--- src/rtl/timer_pkg.sv ---
// Shared timer types: FSM states, BCD digit limits and the 4-digit time word.
package timer_pkg;

  localparam int unsigned DIGIT_W       = 4;
  localparam int unsigned BCD_UNITS_MAX = 9;
  localparam int unsigned BCD_TENS_MAX  = 5;

  typedef enum logic [1:0] {
    ST_IDLE  = 2'd0,
    ST_RUN   = 2'd1,
    ST_PAUSE = 2'd2,
    ST_DONE  = 2'd3
  } state_e;

  typedef struct packed {
    logic [DIGIT_W-1:0] min10;
    logic [DIGIT_W-1:0] min01;
    logic [DIGIT_W-1:0] sec10;
    logic [DIGIT_W-1:0] sec01;
  } bcd_time_t;

endpackage

--- src/rtl/bcd_digit_down.sv ---
// One BCD digit of the countdown borrow chain: loadable, wraps 0 -> MAX on borrow.
module bcd_digit_down
  import timer_pkg::*;
#(
  parameter int unsigned MAX = BCD_UNITS_MAX
) (
  input  logic               clk,
  input  logic               rst,
  input  logic               borrow_in,
  input  logic               load,
  input  logic [DIGIT_W-1:0] load_val,
  output logic [DIGIT_W-1:0] digit,
  output logic               borrow_out
);

  logic [DIGIT_W-1:0] digit_q;
  logic [DIGIT_W-1:0] digit_d;

  // Next digit: load wins, otherwise step down on an incoming borrow.
  always_comb begin
    digit_d = digit_q;
    if (load) begin
      digit_d = load_val;
    end else if (borrow_in) begin
      digit_d = (digit_q == DIGIT_W'(0)) ? DIGIT_W'(MAX) : digit_q - DIGIT_W'(1);
    end
  end

  // Digit register with synchronous reset.
  always_ff @(posedge clk) begin
    if (rst) begin
      digit_q <= '0;
    end else begin
      digit_q <= digit_d;
    end
  end

  assign digit      = digit_q;
  assign borrow_out = (digit_q == DIGIT_W'(0)) && borrow_in;

endmodule

--- src/rtl/countdown_timer.sv ---
// Mm:ss BCD countdown timer with load/start/pause control and expiry flagging.
module countdown_timer
  import timer_pkg::*;
#(
  parameter int unsigned MIN10_MAX = BCD_TENS_MAX,
  parameter int unsigned SEC10_MAX = BCD_TENS_MAX
) (
  input  logic       CLK1,
  input  logic       RESET,
  input  logic       tick,
  input  logic       load,
  input  logic       start,
  input  logic       pause,
  input  logic [3:0] min10,
  input  logic [3:0] min01,
  input  logic [3:0] sec10,
  input  logic [3:0] sec01,
  output logic [3:0] cur_min10,
  output logic [3:0] cur_min01,
  output logic [3:0] cur_sec10,
  output logic [3:0] cur_sec01,
  output logic       running,
  output logic       expired,
  output logic       done,
  output logic       load_err
);

  state_e    state_q, state_d;
  logic      running_q, running_d;
  logic      expired_q, expired_d;
  logic      done_q, done_d;
  logic      load_err_q, load_err_d;

  bcd_time_t preset_c;
  bcd_time_t cur_c;
  logic      valid_c;
  logic      load_ok_c;
  logic      cur_zero_c;
  logic      cur_one_c;
  logic      dec_c;
  logic      borrow_s10_c, borrow_m01_c, borrow_m10_c;
  // Borrow out of the top digit would mean wrapping 00:00, which dec_c never requests.
  logic      borrow_top_unused;

  // Preset validity and the load/decrement qualifiers derived from state.
  always_comb begin
    preset_c   = {min10, min01, sec10, sec01};
    valid_c    = (preset_c.min01 <= DIGIT_W'(BCD_UNITS_MAX)) &&
                 (preset_c.sec01 <= DIGIT_W'(BCD_UNITS_MAX)) &&
                 (preset_c.min10 <= DIGIT_W'(MIN10_MAX)) &&
                 (preset_c.sec10 <= DIGIT_W'(SEC10_MAX));
    load_ok_c  = load && valid_c && (state_q != ST_RUN);
    cur_zero_c = (cur_c == bcd_time_t'(0));
    cur_one_c  = (cur_c == bcd_time_t'(1));
    dec_c      = (state_q == ST_RUN) && tick && !pause && !cur_zero_c;
  end

  bcd_digit_down #(.MAX(BCD_UNITS_MAX)) u_sec01 (
    .clk(CLK1), .rst(RESET), .borrow_in(dec_c), .load(load_ok_c),
    .load_val(preset_c.sec01), .digit(cur_c.sec01), .borrow_out(borrow_s10_c)
  );

  bcd_digit_down #(.MAX(SEC10_MAX)) u_sec10 (
    .clk(CLK1), .rst(RESET), .borrow_in(borrow_s10_c), .load(load_ok_c),
    .load_val(preset_c.sec10), .digit(cur_c.sec10), .borrow_out(borrow_m01_c)
  );

  bcd_digit_down #(.MAX(BCD_UNITS_MAX)) u_min01 (
    .clk(CLK1), .rst(RESET), .borrow_in(borrow_m01_c), .load(load_ok_c),
    .load_val(preset_c.min01), .digit(cur_c.min01), .borrow_out(borrow_m10_c)
  );

  bcd_digit_down #(.MAX(MIN10_MAX)) u_min10 (
    .clk(CLK1), .rst(RESET), .borrow_in(borrow_m10_c), .load(load_ok_c),
    .load_val(preset_c.min10), .digit(cur_c.min10), .borrow_out(borrow_top_unused)
  );

  // Next state and next registered flags; load beats start, pause beats tick.
  always_comb begin
    state_d    = state_q;
    done_d     = 1'b0;
    load_err_d = load && !valid_c && (state_q != ST_RUN);
    case (state_q)
      ST_IDLE: begin
        if (!load_ok_c && start && !cur_zero_c) state_d = ST_RUN;
      end
      ST_RUN: begin
        if (pause) begin
          state_d = ST_PAUSE;
        end else if (tick && cur_one_c) begin
          state_d = ST_DONE;
          done_d  = 1'b1;
        end
      end
      ST_PAUSE: begin
        if (load_ok_c)  state_d = ST_IDLE;
        else if (start) state_d = ST_RUN;
      end
      ST_DONE: begin
        if (load_ok_c) state_d = ST_IDLE;
      end
      default: state_d = ST_IDLE;
    endcase
    running_d = (state_d == ST_RUN);
    expired_d = (state_d == ST_DONE);
  end

  // State and flag registers.
  always_ff @(posedge CLK1) begin
    if (RESET) begin
      state_q    <= ST_IDLE;
      running_q  <= 1'b0;
      expired_q  <= 1'b0;
      done_q     <= 1'b0;
      load_err_q <= 1'b0;
    end else begin
      state_q    <= state_d;
      running_q  <= running_d;
      expired_q  <= expired_d;
      done_q     <= done_d;
      load_err_q <= load_err_d;
    end
  end

  assign cur_min10 = cur_c.min10;
  assign cur_min01 = cur_c.min01;
  assign cur_sec10 = cur_c.sec10;
  assign cur_sec01 = cur_c.sec01;
  assign running   = running_q;
  assign expired   = expired_q;
  assign done      = done_q;
  assign load_err  = load_err_q;

endmodule

--- config.mk ---
export PLATFORM = sky130hd
export DESIGN_NAME = countdown_timer
export DESIGN_NICKNAME = d
export VERILOG_FILES = /design/src/rtl/timer_pkg.sv /design/src/rtl/bcd_digit_down.sv /design/src/rtl/countdown_timer.sv
export SDC_FILE = /design/constraint.sdc
export NUM_CORES = 1
export LEC_CHECK = 0
export BUFFER_PORTS_ARGS = -buffer_cell sky130_fd_sc_hd__buf_2
export CORE_MARGIN = 1.5
export CORE_UTILIZATION = 43
export DETAILED_ROUTE_END_ITERATION = 16
export GPL_TIMING_DRIVEN = 0
export PLACE_DENSITY = 0.7
export SLEW_MARGIN = 15
export SYNTH_ARGS = -nofsm -noshare
export SYNTH_HDL_FRONTEND = slang
export SYNTH_SLANG_ARGS = --single-unit
export TNS_END_PERCENT = 1
--- constraint.sdc ---
create_clock -name CLK1 -period 1.95 [get_ports CLK1]
set_input_delay 0.39 -clock CLK1 [delete_from_list [all_inputs] [get_ports CLK1]]
set_output_delay 0.39 -clock CLK1 [all_outputs]
set_load 0.02 [all_outputs]
==> flow_metrics.py, run 1 <==
metrics = {
    "clock_tree": {
        "clk_pin_slew_ps": 120,
        "cts_htree_levels": 1,
        "cts_buffer_depth": 2,
        "cts_tree": "yes",
        "cts.sinks": 22,
        "root_buffer": "clkbuf_4",
        "cts_made_buffers": 3,
        "ctsHoldBuffers": 0,
        "clk_latency_ps": 310,
    },
    "pwr": {
        "swShare_pct": 29.7,
        "ir_drop_mv": 0.440,
        "power_density_nw_per_um2": 600,
        "pwr-share-seq_pct": 55.3,
        "leakage_nw": 0.628,
        "p_clk_share_pct": 23.7,
        "combPwrFrac_pct": 21.0,
        "switchingPower_uw": 261,
        "power_uw": 880,
        "internal-power_uw": 618,
    },
    "finish": {
        "final_util_pct": 58.1,
        "multi_input_comb_area_um2": 711,
        "final_cells": 210,
        "fillCellCount": 250,
        "area_delta_synth_final_pct": 26.4,
        "diodes": 0,
        "final_nets": 204,
        "seq_area_um2": 448,
        "layout-drive-gt1-share_pct": 36.1,
    },
    "placed_design": {
        "dp_hpwl_um": 2300,
        "place_congestion": 0.849,
        "portBuffers": 40,
        "dp.cells": 205,
    },
    "grt": {
        "grt_max_degree": 12,
        "gr-total-overflow": 0,
        "antenna_found_initial": 0,
        "grt_pass1_wl_um": 4550,
        "grt_pass1_vias": 971,
        "track_usage_pct": 21.2,
    },
    "timing": {
        "maxSlewHeadroom_pct": 63.1,
        "fin_crit_sh_pct": 100,
        "tightest_slew_ps": 553,
        "finalSetupTns_ps": -6.94,
        "fin_ws_ps": -6.94,
        "min_period_ps": 1960,
        "setup_viol_count_final": 1,
        "hold_ws_ps": 332,
        "finalClockSkew_ps": 3.44,
        "fmax_mhz": 511,
        "hold_violations": 0,
        "rsz0062_at_grt": "yes",
        "slew_viol_final": 0,
    },
    "detailed_routing": {
        "wire_per_inst_um": 15.2,
        "dr.first_iter.drc_count": 32,
        "routed_wl_um": 3190,
        "drtPass1Iterations": 4,
        "drc": 0,
        "viasPerCell": 5.85,
        "ant_nets": 0,
        "num_vias": 1228,
    },
    "worst_setup_path": {
        "required_ps": 2180,
        "cpLargestDelayFamily": "simple AND/OR/NAND/NOR gates",
        "worstPathArrival_ps": 2180,
        "critical_path_peak_fanout": 8,
        "crit_path_end_kind": "flip-flop",
        "slowest_delay_ps": 690,
        "crit_slowest_cell": "or4b_2",
        "cp.depth": 4,
        "cp-start-kind": "flip-flop",
        "path_cells": "and4bb_2, nand2_2, or4b_2, a311oi_2",
        "crit_type": "flip-flop to flip-flop",
        "worstRegToRegCells": 4,
        "critPathBufInv": 0,
    },
    "synth": {
        "synth_nets": 157,
        "ys.flop_type": "dfxtp_1",
        "synth.avg_cell_area_um2": 8.59,
        "synth_area_leaders": "dfxtp_1 38%, nor2_1 7.1%, a211oi_1 5.8%",
        "ys_seq_area_share_pct": 38.0,
        "synth-async-reset-ratio_pct": 0,
        "synth_top_area_cell": "dfxtp_1",
        "synth-edff-count": 0,
        "yosysWarnings": 0,
        "syn_inst": 135,
        "post-synth-top-area-fraction_pct": 38.0,
        "yosysUniqueCellTypes": 43,
        "ys_seq_elements": 22,
        "synth_top_cells_by_count": "22 x dfxtp_1, 22 x nor2_1, 9 x a211oi_1",
        "netlist_area_um2": 1160,
    },
    "worst_hold_path": {
        "holdPathStages": 3,
        "hp-class": "input port to flip-flop",
    },
    "floorplanning": {
        "die_area_um2": 3020,
        "pin_count": 42,
        "fp.coreArea_um2": 2520,
        "rows": 18,
        "start_util_pct": 46.0,
        "die_h_um": 54.9,
        "die_w_um": 54.9,
    },
    "run_status": {
        "violations": "setup timing",
        "outcome": "complete, but fails checks",
    },
    "job": {
        "cap_violations": 0,
    },
}
-- power groups by stage --
stage	registers, mW	clock network, mW	logic, mW
finish	0.487	0.209	0.185
global placement	0.495	0	0.167
detailed placement	0.496	0	0.170
global route	0.490	0.239	0.198
floorplan	0.509	0	0.0954
CTS	0.487	0.212	0.175
-- worst paths after layout --
| path | from | to | slack [ps] |
|---|---|---|---|
| setup / recovery | state_q[1]$_SDFF_PP0_ | u_sec01.digit[2]$_SDFFE_PP0P_ | -7 |
| hold / removal | min01[0] | u_min01.digit[0]$_SDFFE_PP0P_ | 330 |
| setup reg to reg | state_q[1]$_SDFF_PP0_ | u_sec01.digit[2]$_SDFFE_PP0P_ | -7 |
| hold reg to reg | u_sec10.digit[3]$_SDFFE_PP0P_ | u_sec10.digit[3]$_SDFFE_PP0P_ | 510 |
-- final cells by class --
type / count / area share [%]
Clock buffer: 3 / 1.54
Buffer: 5 / 1.45
Sequential cell: 22 / 30.5
Timing Repair Buffer: 42 / 14.7
Inverter: 3 / 0.768
Tap cell: 30 / 2.56
Multi-Input combinational cell: 105 / 48.5
-- timing repair --
item / in CTS / in global routing
pin swaps: 3 / 5
resized for setup: 6 / 6
endpoints found under the setup margin: 13 / 14
setup buffers: 1 / 1
gates cloned: 0 / 0
-- worst reg2reg max path, delay by kind of cell, from the launching register on --
family | cells | cell delay [ps]
AOI/OAI and AO/OA | 1 | 280
and+or+nand+nor | 3 | 1240
DFF | 1 | 370
-- registers in the layout, indices dropped and copies added, names as in the netlist --
signal	flops
done	1
expired	1
load_err	1
running	1
state_q	2
u_min01.digit	4
u_min10.digit	4
u_sec01.digit	4
u_sec10.digit	4
-- stage by stage --
step / worst slack, ps / instance area [µm²]
floorplan: 38.2 / 1160
global placement: -194 / 1400
detailed placement: -199 / 1400
CTS: -11.1 / 1450
global route: -58.2 / 1470
finish: -6.94 / 1470
-- placed cells by master, fill, tap and decap left out, types with 2 or more instances in the layout --
cell,count
buf_2,40
nor2_1,22
dfxtp_1,18
a211oi_1,9
nand2_1,6
o21ai_0,4
nor3_1,4
nand3_1,4
clkbuf_1,3
nand4_1,3
inv_1,3
nor2b_1,3
nor4_1,3
a311oi_1,3
xnor2_1,3
clkbuf_4,3
dfxtp_2,3
or4_1,2
nor3_4,2
o31ai_1,2
or2_2,2
nor3b_1,2
and3_1,2
clkbuf_2,2
xor2_1,2
a21oi_1,2
a31oi_1,2
buf_4,2
-- kinds of logic after synthesis --
| kind of cell | count (synthesis) | synth area share [%] |
|---|---|---|
| AND/OR/NAND/NOR | 68 | 35.4 |
| AO/OA/AOI/OAI | 31 | 19.4 |
| flip-flops | 22 | 38.0 |
| buffers and inverters | 8 | 2.59 |
| XOR/XNOR | 5 | 3.78 |
| multiplexers | 1 | 0.863 |
-- layer usage --
| layer | vias to the layer above | wire [µm] | track usage (%) |
|---|---|---|---|
| met3 | 5 | 207 | 2.69 |
| met2 | 48 | 1560 | 35.7 |
| li1 | 608 | - | - |
| met4 | 0 | 43 | 7.32 |
| met1 | 567 | 1380 | 27.7 |
| met5 | - | 0 | 0 |
Power figures use the tool's default switching activity.
==> run 2: changes to the inputs <==
- ABC_AREA: unset -> 0
- CORE_UTILIZATION: 43 -> 40
- PLACE_DENSITY: 0.7 -> 0.65
==> run 2 against run 1 <==
Compared with the run above:
- the flow now finishes without violations
- design area rose by 3.9%
- via count rose by 2.9%
- total power rose by 17%
- sequential cell count did not move
- die area rose by 7.1%
- clock skew rose by 5.9 ps
- combinational power rose by 3%
- highest routed layer unchanged
- count of clock-buffer cells in the layout did not move
- critical endpoint is now u_min10.digit[2]$_SDFFE_PP0P_
==> flow_metrics.py, run 2 (synthesis results as in run 1) <==
metrics = {
    "run_status": {
        "outcome": "completed",
    },
    "worst_setup_path": {
        "crit_type": "flip-flop to flip-flop",
        "cp.depth": 5,
        "crit_path_end_kind": "flip-flop",
        "slowest_delay_ps": 470,
        "critical_path_peak_fanout": 8,
        "worstPathArrival_ps": 2130,
        "path_cells": "and4bb_2, nand2_2, nor3_4, or4b_1, a311oi_1",
        "worstRegToRegCells": 5,
        "cp-start-kind": "flip-flop",
        "cpLargestDelayFamily": "simple AND/OR/NAND/NOR gates",
        "critPathBufInv": 0,
        "crit_slowest_cell": "or4b_1",
        "required_ps": 2190,
    },
    "detailed_routing": {
        "wire_per_inst_um": 15.1,
        "viasPerCell": 5.88,
        "dr.first_iter.drc_count": 59,
        "drtPass1Iterations": 4,
        "drc": 0,
        "routed_wl_um": 3250,
        "num_vias": 1264,
        "ant_nets": 0,
    },
    "timing": {
        "tightest_slew_ps": 546,
        "min_period_ps": 1890,
        "fmax_mhz": 528,
        "fin_crit_sh_pct": 97.1,
        "setup_viol_count_final": 0,
        "finalSetupTns_ps": 0,
        "slew_viol_final": 0,
        "maxSlewHeadroom_pct": 63.6,
        "hold_violations": 0,
        "finalClockSkew_ps": 9.30,
        "rsz0062_at_grt": "yes",
    },
    "finish": {
        "layout_commonest_cell": "buf_2",
        "final_nets": 207,
        "final_cell_mix": "40 x buf_2, 21 x nor2_1, 17 x dfxtp_1",
        "diodes": 0,
        "area_delta_synth_final_pct": 31.4,
        "layout-drive-gt1-share_pct": 38.6,
        "final_cells": 215,
    },
    "placed_design": {
        "dp_hpwl_um": 2370,
        "dp.cells": 206,
        "portBuffers": 40,
        "place_congestion": 0.835,
    },
    "pwr": {
        "power_mw": 1.03,
        "combPwrFrac_pct": 18.5,
        "power_density_nw_per_um2": 674,
        "leakage_nw": 0.663,
        "switchingPower_uw": 270,
        "ir_drop_mv": 0.484,
        "p_clk_share_pct": 34.1,
        "swShare_pct": 26.3,
        "pwr-share-seq_pct": 47.5,
        "internal-power_uw": 758,
    },
    "grt": {
        "grt_pass1_vias": 1099,
        "grt_max_degree": 14,
        "grt_pass1_wl_um": 5230,
        "gr-total-overflow": 0,
        "track_usage_pct": 20.5,
        "antenna_found_initial": 0,
    },
    "job": {
        "cap_violations": 0,
    },
    "worst_hold_path": {
        "holdPathStages": 3,
        "hp-class": "input port to flip-flop",
    },
    "clock_tree": {
        "root_buffer": "clkbuf_4",
        "ctsHoldBuffers": 0,
        "clk_pin_slew_ps": 130,
        "cts_htree_levels": 1,
        "cts_buffer_depth": 2,
        "clk_latency_ps": 320,
        "cts.sinks": 22,
        "cts_made_buffers": 3,
        "cts_tree": "yes",
    },
    "floorplanning": {
        "rows": 19,
        "die_area_um2": 3230,
        "die_w_um": 56.9,
        "pin_count": 42,
        "start_util_pct": 42.1,
        "die_h_um": 56.9,
        "fp.coreArea_um2": 2760,
    },
}
run 2: timing repair:
action                     CTS  global route
gates resized for setup      6             7
gates cloned                 0             0
setup endpoints to repair   13            14
pin swaps                    2             4
setup buffers                2             3
run 2: power by group through the flow:
stage / Sequential, mW / Combinational, mW / Clock (mW)
final: 0.488 / 0.190 / 0.350
after global routing: 0.492 / 0.207 / 0.391
after CTS: 0.486 / 0.185 / 0.359
after detailed placement: 0.496 / 0.173 / 0
after global placement: 0.495 / 0.168 / 0
after floorplan: 0.509 / 0.0954 / 0
run 2: cell type report:
cell class                 instances  area (µm²)
fill                             279        1230
clock buffer                       3        22.5
timing repair buffer              45         238
inverter                           3        11.3
clock inverter                     1        30.0
tap                               31        38.8
sequential                        22         447
multi-input combinational        105         713
buffer                             5        23.8
run 2: worst register-to-register path: stages (launching register included):
cell	delay, ps
dfxtp_2	370
and4bb_2	360
nand2_2	140
nor3_4	220
or4b_1	470
a311oi_1	260
run 2: per-stage QoR:
| stage | hold WS (ps) | cell area (µm²) | util (%) | setup slack [ps] |
|---|---|---|---|---|
| 2_1_floorplan | 503 | 1160 | - | 38.2 |
| 3_3_place_gp | 478 | 1400 | 50.8 | -214 |
| 3_5_place_dp | 483 | 1400 | 50.8 | -240 |
| 4_1_cts | 307 | 1480 | 53.7 | 6.56 |
| 5_1_grt | 281 | 1520 | 55.3 | -33.1 |
| 6_report | 311 | 1520 | 55.3 | 55.7 |
run 2: path summary, 6_finish.rpt:
kind / endpoint / slack (ps) / startpoint
setup reg to reg: u_min10.digit[2]$_SDFFE_PP0P_ / 60 / state_q[1]$_SDFF_PP0_
hold reg to reg: u_sec10.digit[3]$_SDFFE_PP0P_ / 500 / u_sec10.digit[3]$_SDFFE_PP0P_
hold / removal: u_min10.digit[1]$_SDFFE_PP0P_ / 310 / min10[1]
setup / recovery: u_min10.digit[2]$_SDFFE_PP0P_ / 60 / state_q[1]$_SDFF_PP0_
run 2: metal layers:
layer / track usage (%) / vias to the layer above / routed length, µm
met5: 0 / - / 0
met4: 8.97 / 0 / 44
met3: 2.53 / 5 / 250
met2: 31.7 / 54 / 1510
met1: 28.5 / 596 / 1440
li1: - / 609 / -
==> run 3: changes to the inputs <==
- ABC_CLOCK_PERIOD_IN_PS: unset -> 1950
- SETUP_SLACK_MARGIN: unset -> 0.2
==> run 3 against run 2 <==
Compared with the run above:
- sequential power barely moved
- via count fell by 0.16%
- clock power fell by 37%
- die area did not move
- largest cell class unchanged
==> flow_metrics.py, run 3 (synthesis results as in run 1) <==
metrics = {
    "grt": {
        "gr-total-overflow": 0,
        "grt_max_degree": 13,
        "grt_pass1_wl_um": 5460,
        "antenna_found_initial": 0,
        "track_usage_pct": 21.2,
        "grt_pass1_vias": 1230,
    },
    "floorplanning": {
        "die_w_um": 56.9,
        "die_area_um2": 3230,
        "fp.coreArea_um2": 2760,
        "pin_count": 42,
        "start_util_pct": 42.1,
        "die_h_um": 56.9,
        "rows": 19,
    },
    "detailed_routing": {
        "ant_nets": 0,
        "routed_wl_um": 3350,
        "dr.first_iter.drc_count": 66,
        "viasPerCell": 5.76,
        "wire_per_inst_um": 15.3,
        "drc": 0,
        "drtPass1Iterations": 4,
        "num_vias": 1262,
    },
    "timing": {
        "finalClockSkew_ps": 15.4,
        "rsz0062_at_grt": "yes",
        "finalSetupTns_ps": 0,
        "hold_violations": 0,
        "tightest_slew_ps": 539,
        "fmax_mhz": 545,
        "maxSlewHeadroom_pct": 64.1,
        "min_period_ps": 1840,
        "fin_crit_sh_pct": 94.1,
        "slew_viol_final": 0,
        "setup_viol_count_final": 0,
        "fin_ws_ps": 115,
        "hold_ws_ps": 336,
    },
    "worst_setup_path": {
        "cp-start-kind": "flip-flop",
        "required_ps": 2150,
        "crit_path_end_kind": "flip-flop",
        "critical_path_peak_fanout": 5,
        "crit_type": "flip-flop to flip-flop",
        "worstPathArrival_ps": 2040,
    },
    "clock_tree": {
        "cts_tree": "yes",
        "cts_htree_levels": 1,
        "clk_pin_slew_ps": 130,
        "cts.sinks": 22,
        "root_buffer": "clkbuf_4",
        "cts_made_buffers": 3,
        "cts_buffer_depth": 2,
        "clk_latency_ps": 310,
    },
    "placed_design": {
        "dp.cells": 206,
        "post-place-ws_ps": -170,
        "place_congestion": 0.830,
        "portBuffers": 40,
        "dp_hpwl_um": 2360,
        "placed_area_um2": 1410,
    },
    "pwr": {
        "power_uw": 908,
        "ir_drop_mv": 0.446,
        "leakage_nw": 0.675,
        "power_density_nw_per_um2": 579,
    },
    "job": {
        "cap_violations": 0,
    },
    "run_status": {
        "outcome": "completed",
    },
    "finish": {
        "final_cell_mix": "41 x buf_2, 21 x nor2_1, 17 x dfxtp_1",
        "layout_commonest_cell": "buf_2",
        "stdcell_area_um2": 1570,
        "final_nets": 211,
        "final_cells": 219,
        "area_delta_synth_final_pct": 35.3,
        "layout-drive-gt1-share_pct": 41.5,
        "diodes": 0,
        "final_util_pct": 56.9,
    },
    "worst_hold_path": {
        "hp-class": "input port to flip-flop",
    },
}
run 3: cell types whose count changed in the layout (fill, tap and decap cells not counted), moves of 2 or more:
cell,previous run,this run
buf_4,5,8
dfxtp_2,5,2
dfxtp_4,0,3
a311oi_1,4,2
a311oi_2,0,2
run 3: cell type report:
cell class / count / area (µm²)
multi-input combinational: 105 / 746
fill: 253 / 1190
timing repair buffer: 49 / 272
buffer: 5 / 21.3
tap: 31 / 38.8
sequential: 22 / 454
inverter: 3 / 11.3
clock buffer: 4 / 26.3
run 3: power breakdown:
part	internal (mW)	switching, mW
Clock	0.0798	0.139
Combinational	0.0919	0.112
Sequential	0.464	0.0211
run 3: worst paths after layout:
path	start	slack [ps]	cells after the start	endpoint
worst max-delay path	u_sec10.digit[2]$_SDFFE_PP0P_	110	5	u_min10.digit[3]$_SDFFE_PP0P_
worst min-delay path	min01[0]	340	3	u_min01.digit[0]$_SDFFE_PP0P_
worst max register to register	u_sec10.digit[2]$_SDFFE_PP0P_	110	5	u_min10.digit[3]$_SDFFE_PP0P_
worst min register to register	u_sec10.digit[3]$_SDFFE_PP0P_	510	1	u_sec10.digit[3]$_SDFFE_PP0P_
run 3: worst max-delay path, cell delays in order, from the launching register on:
cell	delay, ps
dfxtp_4	390
nor4_4	340
nand4_4	160
nor3_4	160
or4b_4	490
and3_1	200
run 3: repair_timing:
item,in CTS,in global routing
gates cloned,0,0
pin swaps,4,8
hold buffers,0,0
hold endpoints to repair,0,0
gates resized for setup,7,15
setup buffers,4,5
setup endpoints to repair,16,20
run 3: layer usage:
metal,GRT usage [%],routed length (µm)
met5,0,0
met4,8.97,63
met3,3.00,213
met2,33.9,1540
met1,28.3,1540
